### src/rtl/clock_n_divider.sv
// Integer clock divider: free-running registered square wave with period DIVIDER
// input clocks, high for ceil(N/2) cycles and low for the remainder.
module clock_n_divider #(
  parameter int unsigned DIVIDER = 25
) (
  input  logic INPUT_CLK,
  input  logic RST,
  output logic OUTPUT_CLK
);

  localparam int unsigned HIGH   = (DIVIDER + 1) / 2;
  localparam int unsigned CLOG_N = $clog2(DIVIDER);
  localparam int unsigned CW     = (CLOG_N < 1) ? 1 : CLOG_N;

  if ((DIVIDER < 2) || (DIVIDER > 65536)) begin : g_bad_divider
    $error("clock_n_divider: DIVIDER must be in 2..65536");
  end

  logic [CW-1:0] cnt_q, cnt_d;
  logic          out_q, out_d;

  // Output level is decided from the count the edge is about to load.
  always_comb begin
    cnt_d = cnt_q + CW'(1);
    out_d = 1'b0;
    if (cnt_q == CW'(DIVIDER - 1)) begin
      cnt_d = '0;
    end
    if ((cnt_d != '0) && (cnt_d <= CW'(HIGH))) begin
      out_d = 1'b1;
    end
  end

  always_ff @(posedge INPUT_CLK) begin
    if (RST) begin
      cnt_q <= '0;
      out_q <= 1'b0;
    end else begin
      cnt_q <= cnt_d;
      out_q <= out_d;
    end
  end

  assign OUTPUT_CLK = out_q;

endmodule

### config.mk
export PLATFORM = sky130hd
export DESIGN_NAME = clock_n_divider
export DESIGN_NICKNAME = d
export VERILOG_FILES = /design/src/rtl/clock_n_divider.sv
export SDC_FILE = /design/constraint.sdc
export NUM_CORES = 1
export LEC_CHECK = 0
export ABC_AREA = 1
export BUFFER_PORTS_ARGS = -buffer_cell sky130_fd_sc_hd__clkbuf_2
export CORE_AREA = 2 2 39 41
export CTS_CLUSTER_SIZE = 14
export DETAILED_ROUTE_END_ITERATION = 8
export DIE_AREA = 0 0 41 43
export MAX_ROUTING_LAYER = met4
export PLACE_DENSITY = 0.5
export SYNTH_ARGS = -nofsm -noshare
export SYNTH_HDL_FRONTEND = slang
export SYNTH_SLANG_ARGS = --single-unit
### constraint.sdc
create_clock -name INPUT_CLK -period 1.8 [get_ports INPUT_CLK]
set_input_delay 0.09 -clock INPUT_CLK [delete_from_list [all_inputs] [get_ports INPUT_CLK]]
set_output_delay 0.09 -clock INPUT_CLK [all_outputs]
set_load 0.02 [all_outputs]
# Word-level counts from Yosys, hierarchy flattened
# Index checks and enable logic that the tools add are counted.
[word_totals]
register_bits = 6
inputBits = 2
output_inout_bits = 1
word_cells = 9
[op_classes]
add_sub_neg = 1
magnitude_cmp = 1
eq_ne = 1
mux = 2
reduce_logical = 2
[op_table]
columns = ["operator", "n"]
rows = [
  ["adder 5 x 1 -> 5 bit, second input constant", 1],
  ["== test 5 bit, second input constant", 1],
  ["<= comparator 5 x 4 -> 1 bit, second input constant", 1],
  ["2-to-1 mux 5 bit", 1],
  ["nonzero test 5 bit", 1],
  ["logical AND 1 bit", 1],
  ["2-to-1 mux 1 bit", 1],
]

# Logic depth before layout (Yosys ltp)
# Gate-level depths: netlist of run 1.
[depth]
ltp_word = 5
depth_mapped = 10
depth_no_buf = 10

# Worst setup path after synthesis of run 1
# No wires, ideal clock.
[synth_path]
kind = "register to register"
start = "register cnt_q[0]"
end = "register out_q, in the netlist OUTPUT_CLK"
setup_ns = 0.113
t_arrival_ns = 1.035
required_time_ns = 1.687
path_slack_ns = 0.652
stages_incl_launch_ff = 11
path_buffers = 0
synth_period_minus_slack_ns = 1.148
path_cell_list = "dfxtp_1 > inv_1 > ha_1 > nand2_1 > inv_1 > nand2_2 > nand2_1 > nor2_1 > nand2_1 > nand2_1 > nor2_1"
[synth_between]
elab_chain_len = 5
elab_cells_between_ends = 7
cone_classes = "add/sub (1); order compare (1); eq/ne (1); mux (2); reduce/logical (2)"
[synth_lines]
columns = ["item", "line_no", "rtl"]
rows = [
  ["start, declared", "19", "logic [CW-1:0] cnt_q, cnt_d;"],
  ["start signal, assigned", "39", "cnt_q <= cnt_d;"],
  ["adder 5 x 1 -> 5 bit or == test 5 bit (tied branches)", "24, 26", ""],
  ["2-to-1 mux 5 bit *", "26", "if (cnt_q == CW'(DIVIDER - 1)) begin"],
  ["<= comparator 5 x 4 -> 1 bit or nonzero test 5 bit (tied branches)", "29", "if ((cnt_d != '0) && (cnt_d <= CW'(HIGH))) begin"],
  ["logical AND 1 bit *", "29", ""],
  ["2-to-1 mux 1 bit *", "29", ""],
  ["end signal, assigned", "40", "out_q <= out_d;"],
  ["end, declared", "20", "logic out_q, out_d;"],
]
# Every way passes the cells marked *; elsewhere a longest branch is shown, timed or not.
# A chain may end at the register's enable or synchronous reset.

# Worst setup path after layout of run 1
# Ends and elaborated chain as after synthesis.

==> flow_metrics.env, run 1 <==
export IMPL_status="complete, no violations"
export IMPL_reg2reg_depth=10
export IMPL_synth_compound_area_frac=0
export IMPL_yosys_area_top_type="dfxtp_1"
export IMPL_max_freq_mhz=791.8
export IMPL_portBuffers=2
export IMPL_drv_slew=0
export IMPL_dieArea_um2=1763
export IMPL_crit_arrival_ns=1.39
export IMPL_avgSynthCellArea_um2=6.491
export IMPL_finalSetupViolations=0
export IMPL_synth_distinct_cells=11
export IMPL_synthXorXnorAreaFrac=0
export IMPL_path_delay_family="simple AND/OR/NAND/NOR gates"
export IMPL_synth_top_area_share=0.3855
export IMPL_min_delay_start="RST"
export IMPL_drtIter0Drc=3
export IMPL_p_int_w=0.0002288
export IMPL_holdPathStages=2
export IMPL_worstSkewPairLatency_ns=0.24
export IMPL_critPathMaxStageDelay_ns=0.36
export IMPL_first_pass_iters=4
export IMPL_synth_simple_gate_area_frac=0.4016
export IMPL_critical_path_cell_chain="inv_1 -> ha_1 -> nand2_1 -> inv_1 -> nand2_2 -> nand2_1 -> nor2_1 -> nand2_1 -> nand2_1 -> nor2_1"
export IMPL_clockBufferDepth=2
export IMPL_hold_class="in -> reg"
export IMPL_cts_root_buffer="clkbuf_4"
export IMPL_tightest_slew_ns=0.2294
export IMPL_cts_htree_levels=1
export IMPL_finalSetupTns_ns=0
export IMPL_yosysWarningCount=0
export IMPL_synthMuxAreaShare=0
export IMPL_fin_crit_ns=1.263
export IMPL_grt_pass1_vias=212
export IMPL_antenna_found_initial=0
export IMPL_wl_per_cell_um=7.710
export IMPL_cp_max_fo=4
export IMPL_crit_buf_inv=2
export IMPL_overflow=0
export IMPL_power_per_cell_area_nw_per_um2=827.8
export IMPL_p_clk_frac=0.392
export IMPL_swShare=0.2408
export IMPL_synth_area_um2=311.5
export IMPL_crit_type="reg -> reg"
export IMPL_fin_util=0.2631
export IMPL_clock_skew_ns=0.001728
export IMPL_fp_row_count=14
export IMPL_cts_setup_buffers=0
export IMPL_syn_nets=52
export IMPL_grt_first_pass_wirelength_um=793
export IMPL_synthCells=48
export IMPL_r2r_end="OUTPUT_CLK"
export IMPL_drc=0
export IMPL_dpl_hpwl_um=436.1
export IMPL_relSlewSlack=0.8469
export IMPL_start_util=0.2251
export IMPL_reg2reg_from="cnt_q[0]"
export IMPL_cts_tree="built"
export IMPL_synth_top_family_by_area="simple AND/OR/NAND/NOR gates"
export IMPL_nets=59
export IMPL_num_antenna_cells=0
export IMPL_vias=277
export IMPL_cts_hold_buf=0
export IMPL_cts_sinks=6
export IMPL_power_frac_seq=0.495
export IMPL_min_to="cnt_q[4]"
export IMPL_power_frac_comb=0.113
export IMPL_drt_wl_total_um=532
export IMPL_routed_via_density=4.014
export IMPL_yosys_area_share_adder=0.08032
export IMPL_reg2reg_slack_ns=0.54
export IMPL_gp_congestion=0.7184
export IMPL_crit_slowest_cell="dfxtp_1"
export IMPL_die_w_um=41
export IMPL_cts_resized=0
export IMPL_io_pins=3
export IMPL_fin_crit_sh=0.7017
export IMPL_peakVddDrop_uv=226.2
export IMPL_max_cap_violations=0
export IMPL_cts_made_buffers=3
export IMPL_cp_required_ns=1.93
export IMPL_area_delta_synth_final_pct=16.87
export IMPL_die_y_um=43
export IMPL_synth_seq_area_share=0.3855
export IMPL_coreArea_um2=1384
export IMPL_leakage_nw=0.2139
export IMPL_hold_viol=0
export IMPL_crit_top_cell="nand2_1"
export IMPL_ys_seq_elements=6
export IMPL_track_usage=0.07526
export IMPL_start_kind="flip-flop"
export IMPL_endpoint_kind="flip-flop"
export IMPL_rsz0062_at_grt="false"
export IMPL_cts_clk_slew_worst_paths_ns=0.04
export IMPL_grt_max_degree=8
export IMPL_drive_gt1_frac=0.1509
export IMPL_path_depth=10
export IMPL_synth_area_leaders="dfxtp_1 (39%), inv_1 (12%), nand2_1 (12%)"
export IMPL_final_antenna_net_count=0
export IMPL_power_switching_w=0.00007257
through the flow:
step           cell area, µm²  worst slack (ns)   power, W  hold slack [ns]  std cells
6_report                364.1            0.5370  0.0003014          0.09768         69
5_1_grt                 364.1            0.3965  0.0003203           0.1005         69
4_1_cts                 364.1            0.5201  0.0003074          0.08598         69
3_5_place_dp            341.6            0.5312  0.0001856           0.3374         66
3_3_place_gp            341.6            0.5542  0.0001849           0.3424         66
2_1_floorplan           311.5            0.6524  0.0001746           0.1624         48
cell type report:
type	count	area [µm²]
repair buffers	2	10.01
inverters	11	41.29
clock buffers	3	22.52
flip-flops and latches	6	120.1
fillers	163	1020
multi-input cells	31	150.1
well taps	16	20.02
flip-flops by register name, indices dropped and copies added, names as in the netlist:
| name | cells |
|---|---|
| cnt_q | 5 |
| OUTPUT_CLK | 1 |
power groups by stage:
stage          sequential (W)  clock, W  combinational, W
2_1_floorplan        0.000153         0         0.0000218
3_3_place_gp         0.000151         0         0.0000340
3_5_place_dp         0.000152         0         0.0000341
4_1_cts              0.000149  0.000124         0.0000343
5_1_grt              0.000150  0.000130         0.0000400
6_report             0.000149  0.000118         0.0000340
cell usage after synthesis:
master   instances
dfxtp_1          6
ha_1             2
inv_1           10
inv_2            1
nand2_1         10
nand2_2          1
nand3_1          4
nand4_1          2
nor2_1          10
nor2_2           1
nor3_1           1
logic make-up (layout without fill, tap and decap cells):
family | count (synthesis) | in the layout
fa+ha+maj | 2 | 2
buf+inv | 11 | 16
flops | 6 | 6
simple gates | 29 | 29
worst reg2reg max path, delay by kind of cell, from the launching register on:
| family | cells | cell delay [ns] |
|---|---|---|
| adders and majority gates | 1 | 0.19 |
| buffers and inverters | 2 | 0.11 |
| DFF | 1 | 0.36 |
| and+or+nand+nor | 7 | 0.49 |
how the worst max path moves through the flow:
stage	to	from
2_1_floorplan	OUTPUT_CLK	cnt_q[0]
3_3_place_gp	OUTPUT_CLK	cnt_q[0]
3_5_place_dp	OUTPUT_CLK	cnt_q[0]
4_1_cts	OUTPUT_CLK	cnt_q[0]
5_1_grt	OUTPUT_CLK	cnt_q[0]
6_report	OUTPUT_CLK	cnt_q[0]
metal layers:
layer  part of all wire  routed length (µm)  vias up  track usage
met5                  0                   0        -            -
met4                  0                   0        0      0.08000
met2               0.52                 276       10       0.1031
met1               0.44                 233      113      0.07120
li1                   -                   -      154            -
met3              0.041                  22        0      0.03141
placed cells by master, fill, tap and decap left out:
cell,Yosys,final
inv_2,1,1
nand2_2,1,1
nand4_1,2,2
inv_1,10,10
nor2_2,1,1
clkbuf_2,0,2
nand3_1,4,4
ha_1,2,2
clkbuf_4,0,3
nand2_1,10,10
dfxtp_1,6,6
nor3_1,1,1
nor2_1,10,10
(Power assumes the default switching activity.)
==> run 2, diff against run 1 <==
--- a/config.mk
+++ b/config.mk
@@ -5,14 +5,14 @@
 export SDC_FILE = /design/constraint.sdc
 export NUM_CORES = 1
 export LEC_CHECK = 0
-export ABC_AREA = 1
+export ABC_AREA = 0
 export BUFFER_PORTS_ARGS = -buffer_cell sky130_fd_sc_hd__clkbuf_2
 export CORE_AREA = 2 2 39 41
 export CTS_CLUSTER_SIZE = 14
 export DETAILED_ROUTE_END_ITERATION = 8
 export DIE_AREA = 0 0 41 43
 export MAX_ROUTING_LAYER = met4
-export PLACE_DENSITY = 0.5
+export PLACE_DENSITY = 0.51
 export SYNTH_ARGS = -nofsm -noshare
 export SYNTH_HDL_FRONTEND = slang
 export SYNTH_SLANG_ARGS = --single-unit
==> constraint.sdc (replaced) <==
create_clock -name INPUT_CLK -period 1 [get_ports INPUT_CLK]
set_input_delay 0.05 -clock INPUT_CLK [delete_from_list [all_inputs] [get_ports INPUT_CLK]]
set_output_delay 0.05 -clock INPUT_CLK [all_outputs]
set_load 0.02 [all_outputs]
==> run 2 against run 1 <==
The run now ends with negative setup slack left; via count fell by 4.7%; register-to-register slack got worse by 0.87 ns; non-clock buffer count rose by 7; clock-buffer cell count rose by 1; flip-flop and latch count did not move; critical path type unchanged; critical endpoint unchanged; largest cell class unchanged; highest routed layer is now met4.
==> flow_metrics.env, run 2 <==
export IMPL_status="finished with violations"
export IMPL_violations="negative setup slack"
export IMPL_final_antenna_net_count=0
export IMPL_fin_util=0.3219
export IMPL_start_kind="flip-flop"
export IMPL_async_flop_share=0
export IMPL_synth_edff_count=0
export IMPL_fp_row_count=14
export IMPL_crit_arrival_ns=1.47
export IMPL_power_frac_seq=0.426
export IMPL_power_switching_w=0.0001699
export IMPL_cts_setup_buffers=0
export IMPL_yosys_area_top_type="dfxtp_1"
export IMPL_post_dp_cell_area_um2=410.4
export IMPL_syn_nets=36
export IMPL_drv_slew=0
export IMPL_crit_path_start="cnt_q[0]"
export IMPL_hold_class="in -> reg"
export IMPL_fin_area_um2=445.4
export IMPL_crit_type="reg -> reg"
export IMPL_area_delta_synth_final_pct=49.58
export IMPL_antenna_found_initial=0
export IMPL_dp_cells=57
export IMPL_endpoint_kind="flip-flop"
export IMPL_min_to="cnt_q[0]"
export IMPL_synth_area_um2=297.8
export IMPL_clock_skew_ns=0.008088
export IMPL_clockBufferDepth=2
export IMPL_dp_slack_ns=-0.3363
export IMPL_relSlewSlack=0.8432
export IMPL_dieArea_um2=1763
export IMPL_synth_seq_area_share=0.4034
export IMPL_synth_common_cells="dfxtp_1 (6), inv_1 (3), nand3_1 (3), nor2_1 (3)"
export IMPL_cp_max_fo=3
export IMPL_vias=264
export IMPL_cts_sinks=6
export IMPL_peakVddDrop_uv=559.3
export IMPL_routed_via_density=4.328
export IMPL_synth_most_common_cell="dfxtp_1"
export IMPL_track_usage=0.09917
export IMPL_grt_first_pass_wirelength_mm=1.083
export IMPL_layout_common_cells="buf_4 (7), dfxtp_1 (3), nand3_1 (3), nor2_1 (3), clkbuf_4 (3)"
export IMPL_cts_root_buffer="clkbuf_4"
export IMPL_tightest_slew_ns=0.2349
export IMPL_ys_flop_type="dfxtp_1"
export IMPL_max_freq_mhz=748.4
export IMPL_reg2reg_slack_ns=-0.34
export IMPL_power_frac_comb=0.169
export IMPL_reg2reg_from="cnt_q[0]"
export IMPL_gp_congestion=0.7635
export IMPL_final_common_cell="buf_4"
export IMPL_hold_viol=0
export IMPL_nets=50
export IMPL_cts_clk_slew_worst_paths_ns=0.06
export IMPL_drive_gt1_frac=0.4889
export IMPL_finalSetupViolations=5
export IMPL_largest_register="cnt_q"
export IMPL_yosysWarningCount=0
export IMPL_leakage_nw=0.1818
export IMPL_wl_per_cell_um=10.02
export IMPL_ys_seq_elements=6
export IMPL_max_cap_violations=0
export IMPL_num_antenna_cells=0
export IMPL_fin_crit_ns=1.336
export IMPL_dpl_hpwl_um=451.5
export IMPL_die_w_um=41
export IMPL_fin_crit_sh=1.336
export IMPL_drc=0
export IMPL_fin_cells=61
export IMPL_first_pass_iters=5
export IMPL_overflow=0
export IMPL_holdPathStages=2
export IMPL_power_per_cell_area_nw_per_um2=1431
export IMPL_reg2reg_depth=5
export IMPL_swShare=0.2666
export IMPL_drtIter0Drc=2
export IMPL_p_int_w=0.0004674
export IMPL_min_delay_start="RST"
export IMPL_portBuffers=2
export IMPL_cts_tree="built"
export IMPL_grt_pass1_vias=258
export IMPL_largest_register_ffs=5
export IMPL_rsz0062_at_grt="true"
export IMPL_p_clk_frac=0.405
export IMPL_grt_max_degree=7
export IMPL_start_util=0.2152
export IMPL_synth_top_area_share=0.4034
export IMPL_r2r_end="OUTPUT_CLK"
export IMPL_avgSynthCellArea_um2=9.306
export IMPL_cts_made_buffers=3
export IMPL_finalPower_w=0.0006373
export IMPL_drt_wl_total_um=611
export IMPL_synthCells=32
export IMPL_synth_area_leaders="dfxtp_1 (40%), ha_1 (8.4%), xor2_2 (5.5%)"
export IMPL_cts_htree_levels=1
export IMPL_fillers=145
export IMPL_worstSkewPairLatency_ns=0.25
export IMPL_cp_required_ns=1.14
export IMPL_setup_ws_ns=-0.3362
export IMPL_coreArea_um2=1384
export IMPL_io_pins=3
export IMPL_synth_distinct_cells=17
export IMPL_die_y_um=43
run 2: layer usage:
layer | GRT usage | wire length [µm] | share of wire | vias to the layer above
li1 | - | - | - | 139
met1 | 0.1173 | 310 | 0.51 | 118
met2 | 0.1219 | 264 | 0.43 | 5
met3 | 0.03141 | 30 | 0.049 | 2
met4 | 0.1000 | 5 | 0.0082 | 0
met5 | - | 0 | 0 | -
run 2: final cells by class:
type | count | area (µm²) | area share
clock buffer | 4 | 26.28 | 0.05899
inverter | 3 | 11.26 | 0.02528
multi-input combinational | 23 | 198.9 | 0.4466
sequential | 6 | 126.4 | 0.2837
tap | 16 | 20.02 | 0.04494
timing repair buffer | 9 | 62.56 | 0.1404
run 2: power groups by stage:
stage	Clock, W	Combinational, W	Sequential [W]
3_3_place_gp	0	0.000103	0.000275
6_report	0.000258	0.000108	0.000271
5_1_grt	0.000282	0.000121	0.000272
2_1_floorplan	0	0.0000547	0.000279
4_1_cts	0.000268	0.000108	0.000272
3_5_place_dp	0	0.000104	0.000275
run 2: through the flow:
| stage | hold slack [ns] | setup TNS [ns] |
|---|---|---|
| after floorplan | 0.1142 | -0.3250 |
| after global placement | 0.3268 | -0.5598 |
| after detailed placement | 0.3280 | -0.5724 |
| after CTS | 0.05417 | -0.6460 |
| after global routing | 0.06020 | -0.9121 |
| final | 0.06002 | -0.6064 |
run 2: timing repair:
action | 4_1_cts | 5_1_grt
hold buffers | 0 | 0
resized for setup | 2 | 0
gates cloned | 0 | 0
endpoints found under the setup margin | 5 | 5
endpoints found under the hold margin | 0 | 0
run 2: cell families after synthesis:
family,count (synthesis),share of synthesized area
flip-flops,6,0.4034
multiplexers,1,0.03361
XOR/XNOR,2,0.08405
adder cells (fa/ha/maj),2,0.08402
buffers and inverters,3,0.03781
AO/OA/AOI/OAI,3,0.06303
AND/OR/NAND/NOR,15,0.2941
run 2: worst max-delay path, cell delays in order (launching register included):
cell     delay, ns
dfxtp_4       0.36
ha_4          0.17
xor2_2        0.15
or3_1         0.31
mux2i_1       0.17
nor4_2        0.06
run 2: how the worst max path moves through the flow:
| stage | end | slack, ns | depth (start not counted) |
|---|---|---|---|
| 6_report | OUTPUT_CLK | -0.34 | 5 |
| 3_5_place_dp | OUTPUT_CLK | -0.34 | 5 |
| 4_1_cts | OUTPUT_CLK | -0.35 | 5 |
| 3_3_place_gp | OUTPUT_CLK | -0.34 | 5 |
| 5_1_grt | OUTPUT_CLK | -0.41 | 5 |
| 2_1_floorplan | OUTPUT_CLK | -0.28 | 5 |
